$ cat config.mk
export PLATFORM = sky130hd
export DESIGN_NAME = regfile_write_arbiter_flat
export DESIGN_NICKNAME = d
export VERILOG_FILES = /design/src/rtl/regfile_write_arbiter_if.sv /design/src/rtl/regfile_write_arbiter.sv /design/src/flat_wrapper.sv
export SDC_FILE = /design/constraint.sdc
export NUM_CORES = 1
export LEC_CHECK = 0
export BUFFER_PORTS_ARGS = -buffer_cell sky130_fd_sc_hd__buf_4
export CAP_MARGIN = 10
export CORE_MARGIN = 3
export CORE_UTILIZATION = 54
export CTS_CLUSTER_SIZE = 16
export DETAILED_ROUTE_END_ITERATION = 6
export GPL_TIMING_DRIVEN = 0
export PLACE_DENSITY_LB_ADDON = 0.12
export SYNTH_ARGS = -nofsm -noshare
export SYNTH_HDL_FRONTEND = slang
export SYNTH_SLANG_ARGS = --single-unit
$ cat constraint.sdc
create_clock -name clk -period 3.2 [get_ports clk]
set_input_delay 0.64 -clock clk [delete_from_list [all_inputs] [get_ports clk]]
set_output_delay 0.64 -clock clk [all_outputs]
set_load 0.03 [all_outputs]
$ cat src/rtl/regfile_write_arbiter_if.sv
// Writeback, issue and scoreboard signals between the pipeline and the write arbiter.
// The arbiter takes the slave modport; the pipeline (or bench) drives through master.
interface regfile_write_arbiter_if;
  logic        alu_valid;
  logic [4:0]  alu_rd;
  logic [31:0] alu_data;
  logic        ld_valid;
  logic        ld_ready;
  logic [4:0]  ld_rd;
  logic [31:0] ld_data;
  logic        iss_valid;
  logic [4:0]  iss_rd;
  logic        iss_is_load;
  logic [4:0]  rs1_addr;
  logic [4:0]  rs2_addr;
  logic        stall;
  logic        rf_we;
  logic [4:0]  rf_waddr;
  logic [31:0] rf_wdata;
  logic [31:0] pending;

  modport master (
    output alu_valid, alu_rd, alu_data,
    output ld_valid, ld_rd, ld_data,
    output iss_valid, iss_rd, iss_is_load, rs1_addr, rs2_addr,
    input  ld_ready, stall, rf_we, rf_waddr, rf_wdata, pending
  );

  modport slave (
    input  alu_valid, alu_rd, alu_data,
    input  ld_valid, ld_rd, ld_data,
    input  iss_valid, iss_rd, iss_is_load, rs1_addr, rs2_addr,
    output ld_ready, stall, rf_we, rf_waddr, rf_wdata, pending
  );
endinterface

$ cat src/rtl/regfile_write_arbiter.sv
// Single register-file write port shared by ALU writeback (priority) and a load-return FIFO,
// plus a load scoreboard that produces the issue-stage hazard stall.
module regfile_write_arbiter #(
  parameter int DEPTH = 2
) (
  input  logic                   clk,
  input  logic                   reset_n,
  regfile_write_arbiter_if.slave bus
);

  localparam int AW = (DEPTH > 1) ? $clog2(DEPTH) : 1;
  localparam logic [AW-1:0] PTR_ONE  = AW'(1);
  localparam logic [AW:0]   CNT_ONE  = (AW+1)'(1);
  localparam logic [AW:0]   CNT_FULL = (AW+1)'(DEPTH);

  logic [4:0]    fifo_rd   [DEPTH];
  logic [31:0]   fifo_data [DEPTH];
  logic [AW-1:0] wr_ptr;
  logic [AW-1:0] rd_ptr;
  logic [AW:0]   count;

  logic          full;
  logic          empty;
  logic          alu_sel;
  logic          push;
  logic          pop;
  logic          from_fifo;
  logic          stall_int;
  logic [31:0]   pend_q;
  logic [31:0]   pend_set;
  logic [31:0]   pend_clr;

  assign full  = (count == CNT_FULL);
  assign empty = (count == '0);

  // Ready comes only from registered occupancy, and is held low while reset is asserted.
  assign bus.ld_ready = reset_n & ~full;

  assign alu_sel = bus.alu_valid && (bus.alu_rd != 5'd0);
  assign push    = bus.ld_valid && bus.ld_ready && (bus.ld_rd != 5'd0);
  assign pop     = !alu_sel && !empty;

  always_ff @(posedge clk or negedge reset_n) begin
    if (!reset_n) begin
      wr_ptr <= '0;
      rd_ptr <= '0;
      count  <= '0;
    end else begin
      if (push) wr_ptr <= wr_ptr + PTR_ONE;
      if (pop)  rd_ptr <= rd_ptr + PTR_ONE;
      case ({push, pop})
        2'b10:   count <= count + CNT_ONE;
        2'b01:   count <= count - CNT_ONE;
        default: count <= count;
      endcase
    end
  end

  always_ff @(posedge clk) begin
    if (push) begin
      fifo_rd[wr_ptr]   <= bus.ld_rd;
      fifo_data[wr_ptr] <= bus.ld_data;
    end
  end

  always_ff @(posedge clk or negedge reset_n) begin
    if (!reset_n) begin
      bus.rf_we    <= 1'b0;
      bus.rf_waddr <= 5'd0;
      bus.rf_wdata <= 32'd0;
      from_fifo    <= 1'b0;
    end else if (alu_sel) begin
      bus.rf_we    <= 1'b1;
      bus.rf_waddr <= bus.alu_rd;
      bus.rf_wdata <= bus.alu_data;
      from_fifo    <= 1'b0;
    end else if (pop) begin
      bus.rf_we    <= 1'b1;
      bus.rf_waddr <= fifo_rd[rd_ptr];
      bus.rf_wdata <= fifo_data[rd_ptr];
      from_fifo    <= 1'b1;
    end else begin
      bus.rf_we    <= 1'b0;
      from_fifo    <= 1'b0;
    end
  end

  // Hazard check sees only the registered scoreboard; a clear landing this cycle is not forwarded.
  always_comb begin
    stall_int = ((bus.rs1_addr != 5'd0) && pend_q[bus.rs1_addr]) ||
                ((bus.rs2_addr != 5'd0) && pend_q[bus.rs2_addr]) ||
                (bus.iss_valid && (bus.iss_rd != 5'd0) && pend_q[bus.iss_rd]);
  end

  assign bus.stall = stall_int;

  always_comb begin
    pend_set = 32'd0;
    pend_clr = 32'd0;
    if (bus.iss_valid && bus.iss_is_load && (bus.iss_rd != 5'd0) && !stall_int)
      pend_set = 32'd1 << bus.iss_rd;
    if (bus.rf_we && from_fifo)
      pend_clr = 32'd1 << bus.rf_waddr;
  end

  always_ff @(posedge clk or negedge reset_n) begin
    if (!reset_n) pend_q <= 32'd0;
    else          pend_q <= ((pend_q & ~pend_clr) | pend_set) & ~32'd1;
  end

  assign bus.pending = pend_q;

endmodule
$ cat src/flat_wrapper.sv
// flat-port wrapper written by rule: the top's interface ports become plain ports
module regfile_write_arbiter_flat 
#(
  parameter int DEPTH = 2
)
  (clk, reset_n, bus_alu_valid, bus_alu_rd, bus_alu_data, bus_ld_valid, bus_ld_rd, bus_ld_data, bus_iss_valid, bus_iss_rd, bus_iss_is_load, bus_rs1_addr, bus_rs2_addr, bus_ld_ready, bus_stall, bus_rf_we, bus_rf_waddr, bus_rf_wdata, bus_pending);
  regfile_write_arbiter_if bus_i ();
  input  logic clk;
  input  logic reset_n;
  input wire logic [$bits(bus_i.alu_valid)-1:0] bus_alu_valid;
  input wire logic [$bits(bus_i.alu_rd)-1:0] bus_alu_rd;
  input wire logic [$bits(bus_i.alu_data)-1:0] bus_alu_data;
  input wire logic [$bits(bus_i.ld_valid)-1:0] bus_ld_valid;
  input wire logic [$bits(bus_i.ld_rd)-1:0] bus_ld_rd;
  input wire logic [$bits(bus_i.ld_data)-1:0] bus_ld_data;
  input wire logic [$bits(bus_i.iss_valid)-1:0] bus_iss_valid;
  input wire logic [$bits(bus_i.iss_rd)-1:0] bus_iss_rd;
  input wire logic [$bits(bus_i.iss_is_load)-1:0] bus_iss_is_load;
  input wire logic [$bits(bus_i.rs1_addr)-1:0] bus_rs1_addr;
  input wire logic [$bits(bus_i.rs2_addr)-1:0] bus_rs2_addr;
  output wire logic [$bits(bus_i.ld_ready)-1:0] bus_ld_ready;
  output wire logic [$bits(bus_i.stall)-1:0] bus_stall;
  output wire logic [$bits(bus_i.rf_we)-1:0] bus_rf_we;
  output wire logic [$bits(bus_i.rf_waddr)-1:0] bus_rf_waddr;
  output wire logic [$bits(bus_i.rf_wdata)-1:0] bus_rf_wdata;
  output wire logic [$bits(bus_i.pending)-1:0] bus_pending;
  assign bus_i.alu_valid = bus_alu_valid;
  assign bus_i.alu_rd = bus_alu_rd;
  assign bus_i.alu_data = bus_alu_data;
  assign bus_i.ld_valid = bus_ld_valid;
  assign bus_i.ld_rd = bus_ld_rd;
  assign bus_i.ld_data = bus_ld_data;
  assign bus_i.iss_valid = bus_iss_valid;
  assign bus_i.iss_rd = bus_iss_rd;
  assign bus_i.iss_is_load = bus_iss_is_load;
  assign bus_i.rs1_addr = bus_rs1_addr;
  assign bus_i.rs2_addr = bus_rs2_addr;
  assign bus_ld_ready = bus_i.ld_ready;
  assign bus_stall = bus_i.stall;
  assign bus_rf_we = bus_i.rf_we;
  assign bus_rf_waddr = bus_i.rf_waddr;
  assign bus_rf_wdata = bus_i.rf_wdata;
  assign bus_pending = bus_i.pending;
  regfile_write_arbiter #(.DEPTH(DEPTH)) u_core (.clk(clk), .reset_n(reset_n), .bus(bus_i));
endmodule
==> results by group <==
Clock tree
  – Number of buffers created by CTS: 17
  – H-Tree Depth: 4
  – Cts hold-fix bufs: 0
  – Max Root-Sink Buffers: 2
  – Reg clk slew, reported paths: 60 ps
  – Clock Latency Late Sink: ~420 ps
  – Root buf cell: clkbuf_16
  – CTS tree: done
  – Clock sinks: 148

Floorplanning
  – Die footprint: between 0.01 and 0.015 mm²
  – Row cnt: 40
  – Core Area: approximately 0.012 mm²
  – # IOs: 167
  – Die Y: 120 µm
  – Initial Utilization: 56.5%
  – Die X: 120 µm

Timing
  – Rel. slew slack: 32.8%
  – Max Clock Freq: 0.321 GHz
  – RSZ-0062 raised after global routing: false
  – Hold Slack: 374 ps
  – Worst Tran Pin Value: 1010 ps
  – PnR worst setup slack: 85.4 ps
  – Endpoints failing setup: 0
  – Fin. max-slew vios: 0
  – Max Clock Skew: 8.48 ps
  – Final setup TNS: 0 ps
  – Fin crit share: between 90% and 100%
  – Crit path time final: 3110 ps
  – Final Hold Viols: 0

Critical path
  – Buf+Inv Stages, Crit Path: 2
  – Worst reg2reg startpoint: u_core.bus.pending[25]
  – Crit Path Max Fanout: 5
  – FF-to-FF path depth: 7
  – Slowest CP cell: mux4_1
  – Critical Path Start: u_core.bus.pending[25]
  – CP endpoint kind: output pin
  – R2R Setup Slk: 880 ps
  – Worst Path Arrival: between 2000 and 2500 ps
  – Critical-path cell list: mux4_1 -> mux4_2 -> nor2_4 -> o2111ai_4 -> buf_8 -> buf_4
  – Crit Path Class: register to output pin
  – CP delay by family, top: multiplexers
  – CP Data Required Time: around 2600 ps
  – Startpoint Class: register
  – Worst reg2reg endpoint: u_core.bus.pending[4]
  – Worst path max stage delay: 530 ps

GRT
  – Overflow after GRT: 0
  – Vias in the first global route: 5502
  – Largest net degree at the start of global routing: 76
  – Initial antenna violation count: 0
  – First-pass GRT wire length: 28.2 mm
  – GRT Overall Usage: 25.3%

Placement
  – Placed Instances: 912
  – Hpwl dp: 12.8 mm
  – Port-buffer cells: 157
  – Pre-CTS setup slack: -407 ps
  – Final Wtd Congestion: 0.919

Detailed routing
  – WL per Instance: 18.6 µm
  – Remaining DRCs: 0
  – Vias/cell: 5.66
  – ANT nets after route: 0
  – Vias: roughly 5.4k
  – Total Wirelength: 17.7 mm
  – Drt pass-1 iters: 5
  – DRT iter0 DRCs: 362

Power
  – Switching Share: about two fifths
  – Leakage: 3.61 nW
  – Peak supply drop: between 500 and 600 µV
  – Power Density: 898 mW/mm²
  – Logic pwr share: roughly two fifths
  – Flop pwr share: 36.9%
  – Sw power: 3.18 mW
  – Cell Int Power: 4.84 mW
  – Clk network pwr share: 21.5%

Logic synthesis
  – Synthesized cell area: 0.00696 mm²
  – Synthesized net count: approximately 700
  – Post-synthesis sequential area ratio: 58.6%
  – Number of synthesized flops with an enable pin: 74
  – Ys async rst share: 50.0%
  – Cell variety after synth: 48
  – Dominant synthesized flop cell: edfxtp_1
  – Post-Syn Instances: 586
  – Mapped Avg Cell Area: ~12 µm²
  – Synth Warn #: 0
  – FF+latch count, synth: 148

Finish
  – Total Nets Final: 863
  – Post-Layout Cell Count: 948
  – Diodes inserted: 0
  – Layout cells sized above 1: 32.8%
  – Area Overhead vs Synth: 28.4%
  – Fillers: 907
  – Fin util: between 70% and 80%

Flow run
  – Maxcap violations: 0

Worst hold path
  – Worst hold path class: input pin to asynchronous set/reset pin

Status
  – Status: complete, no violations
stage by stage:
stage | cell area (µm²) | power [mW]
6_report | 8930 | 8.02
5_1_grt | 8930 | 8.43
3_3_place_gp | 8350 | 6.17
3_5_place_dp | 8370 | 6.29
2_1_floorplan | 6960 | 5.05
4_1_cts | 8920 | 8.03
placed cells by master (no fill, tap or decap), types with 3 or more instances in the layout:
| cell type | Yosys | routed |
|---|---|---|
| nand2b_1 | 4 | 4 |
| dfrtp_1 | 74 | 74 |
| a21oi_1 | 38 | 38 |
| buf_6 | 5 | 4 |
| nor3b_1 | 5 | 5 |
| clkbuf_16 | 0 | 17 |
| clkinv_2 | 0 | 4 |
| mux2_2 | 4 | 4 |
| nor3_1 | 4 | 4 |
| o21ai_0 | 68 | 68 |
| mux4_1 | 3 | 3 |
| buf_4 | 1 | 161 |
| o21ai_2 | 29 | 29 |
| inv_1 | 4 | 4 |
| mux4_2 | 17 | 17 |
| nand3_1 | 3 | 3 |
| clkbuf_1 | 26 | 26 |
| nor2_1 | 55 | 54 |
| xor2_1 | 3 | 3 |
| edfxtp_1 | 74 | 74 |
| nand3b_1 | 4 | 4 |
| buf_1 | 3 | 3 |
| clkinv_1 | 0 | 4 |
| buf_2 | 4 | 4 |
| nor2_4 | 1 | 3 |
| nand2_1 | 81 | 81 |
| mux2i_1 | 46 | 46 |
| clkinvlp_4 | 0 | 4 |
sequential cells by signal, summed over array words and instances (netlist names):
signal / count
u_core.bus.rf_we: 1
u_core.bus.rf_wdata: 32
u_core.wr_ptr: 1
u_core.fifo_rd: 10
u_core.bus.pending: 31
u_core.fifo_data: 64
u_core.count: 2
u_core.rd_ptr: 1
u_core.from_fifo: 1
u_core.bus.rf_waddr: 5
cells in the mapped netlist (2+ instances only):
library cell | number | area (µm²)
nand3_1 | 3 | 15.0
dfrtp_1 | 74 | 1850
mux4_1 | 3 | 78.8
o21ai_0 | 68 | 340
nand2b_1 | 4 | 25.0
o21ai_1 | 2 | 10.0
clkbuf_1 | 26 | 97.6
buf_6 | 5 | 56.3
o21ai_2 | 29 | 254
xnor2_1 | 2 | 17.5
buf_2 | 4 | 20.0
nor3_1 | 4 | 20.0
inv_1 | 4 | 15.0
nand2_1 | 81 | 304
a311oi_1 | 2 | 17.5
nor3b_1 | 5 | 37.5
xor2_1 | 3 | 26.3
or3_1 | 2 | 12.5
edfxtp_1 | 74 | 2220
nand3b_1 | 4 | 30.0
mux4_2 | 17 | 383
nor2_1 | 55 | 206
and3_1 | 2 | 12.5
mux2_2 | 4 | 45.0
buf_1 | 3 | 11.3
or4_1 | 2 | 15.0
mux2i_1 | 46 | 460
a21oi_1 | 38 | 190
power groups by stage:
stage,logic [mW],registers (mW),clock network (mW)
floorplan,1.54,3.51,0
global placement,3.23,2.94,0
detailed placement,3.31,2.97,0
CTS,3.36,2.94,1.74
global route,3.59,3.02,1.82
finish,3.33,2.96,1.73
cell families after synthesis:
kind of cell,Yosys count,synth area share (%)
compound gates,149,13.1
xor+xnor,5,0.630
fa+ha+maj,1,0.180
buf+inv,43,2.99
flops,148,58.6
mux,71,14.1
other cells,1,0.0539
simple gates,168,10.5
routing by layer:
| metal | GRT usage [%] | part of all wire, % | up-vias |
|---|---|---|---|
| li1 | - | - | 2512 |
| met1 | 31.0 | 39 | 2622 |
| met2 | 43.6 | 52 | 196 |
| met3 | 5.89 | 6.7 | 32 |
| met4 | 9.88 | 2.2 | 0 |
| met5 | 0 | 0 | - |
layout make-up:
class / count / area, µm² / area share (%)
Sequential cell: 148 / 4070 / 45.6
Clock inverter: 12 / 65.1 / 0.728
Buffer: 39 / 199 / 2.23
Inverter: 4 / 15.0 / 0.168
Timing Repair Buffer: 161 / 1220 / 13.7
Clock buffer: 20 / 447 / 5.00
Tap cell: 168 / 210 / 2.35
Multi-Input combinational cell: 396 / 2700 / 30.2
what timing repair did:
item / in CTS / in global routing
buffers inserted: 3 / 0
setup endpoints to repair: 1 / 37
resized for setup: 4 / 1
pin swaps: 1 / 1
gates cloned: 0 / 1
worst reg2reg max path, delay by kind of cell, from the launching register on:
family	cells	cell delay, ps
muxes	2	1030
DFF	1	440
buffers and inverters	2	350
AOI/OAI and AO/OA	2	300
and+or+nand+nor	1	120
worst max-delay path by stage:
stage                              end  slack [ps]  cells past startpoint
4_1_cts        u_core.fifo_data[0][10]          20                      6
3_3_place_gp   u_core.fifo_data[1][25]        -840                      5
6_report                     bus_stall          90                      6
2_1_floorplan   u_core.fifo_data[1][0]         100                      4
3_5_place_dp    u_core.fifo_data[0][5]        -410                      6
5_1_grt                      bus_stall          10                      6
Power figures use the tool's default switching activity.
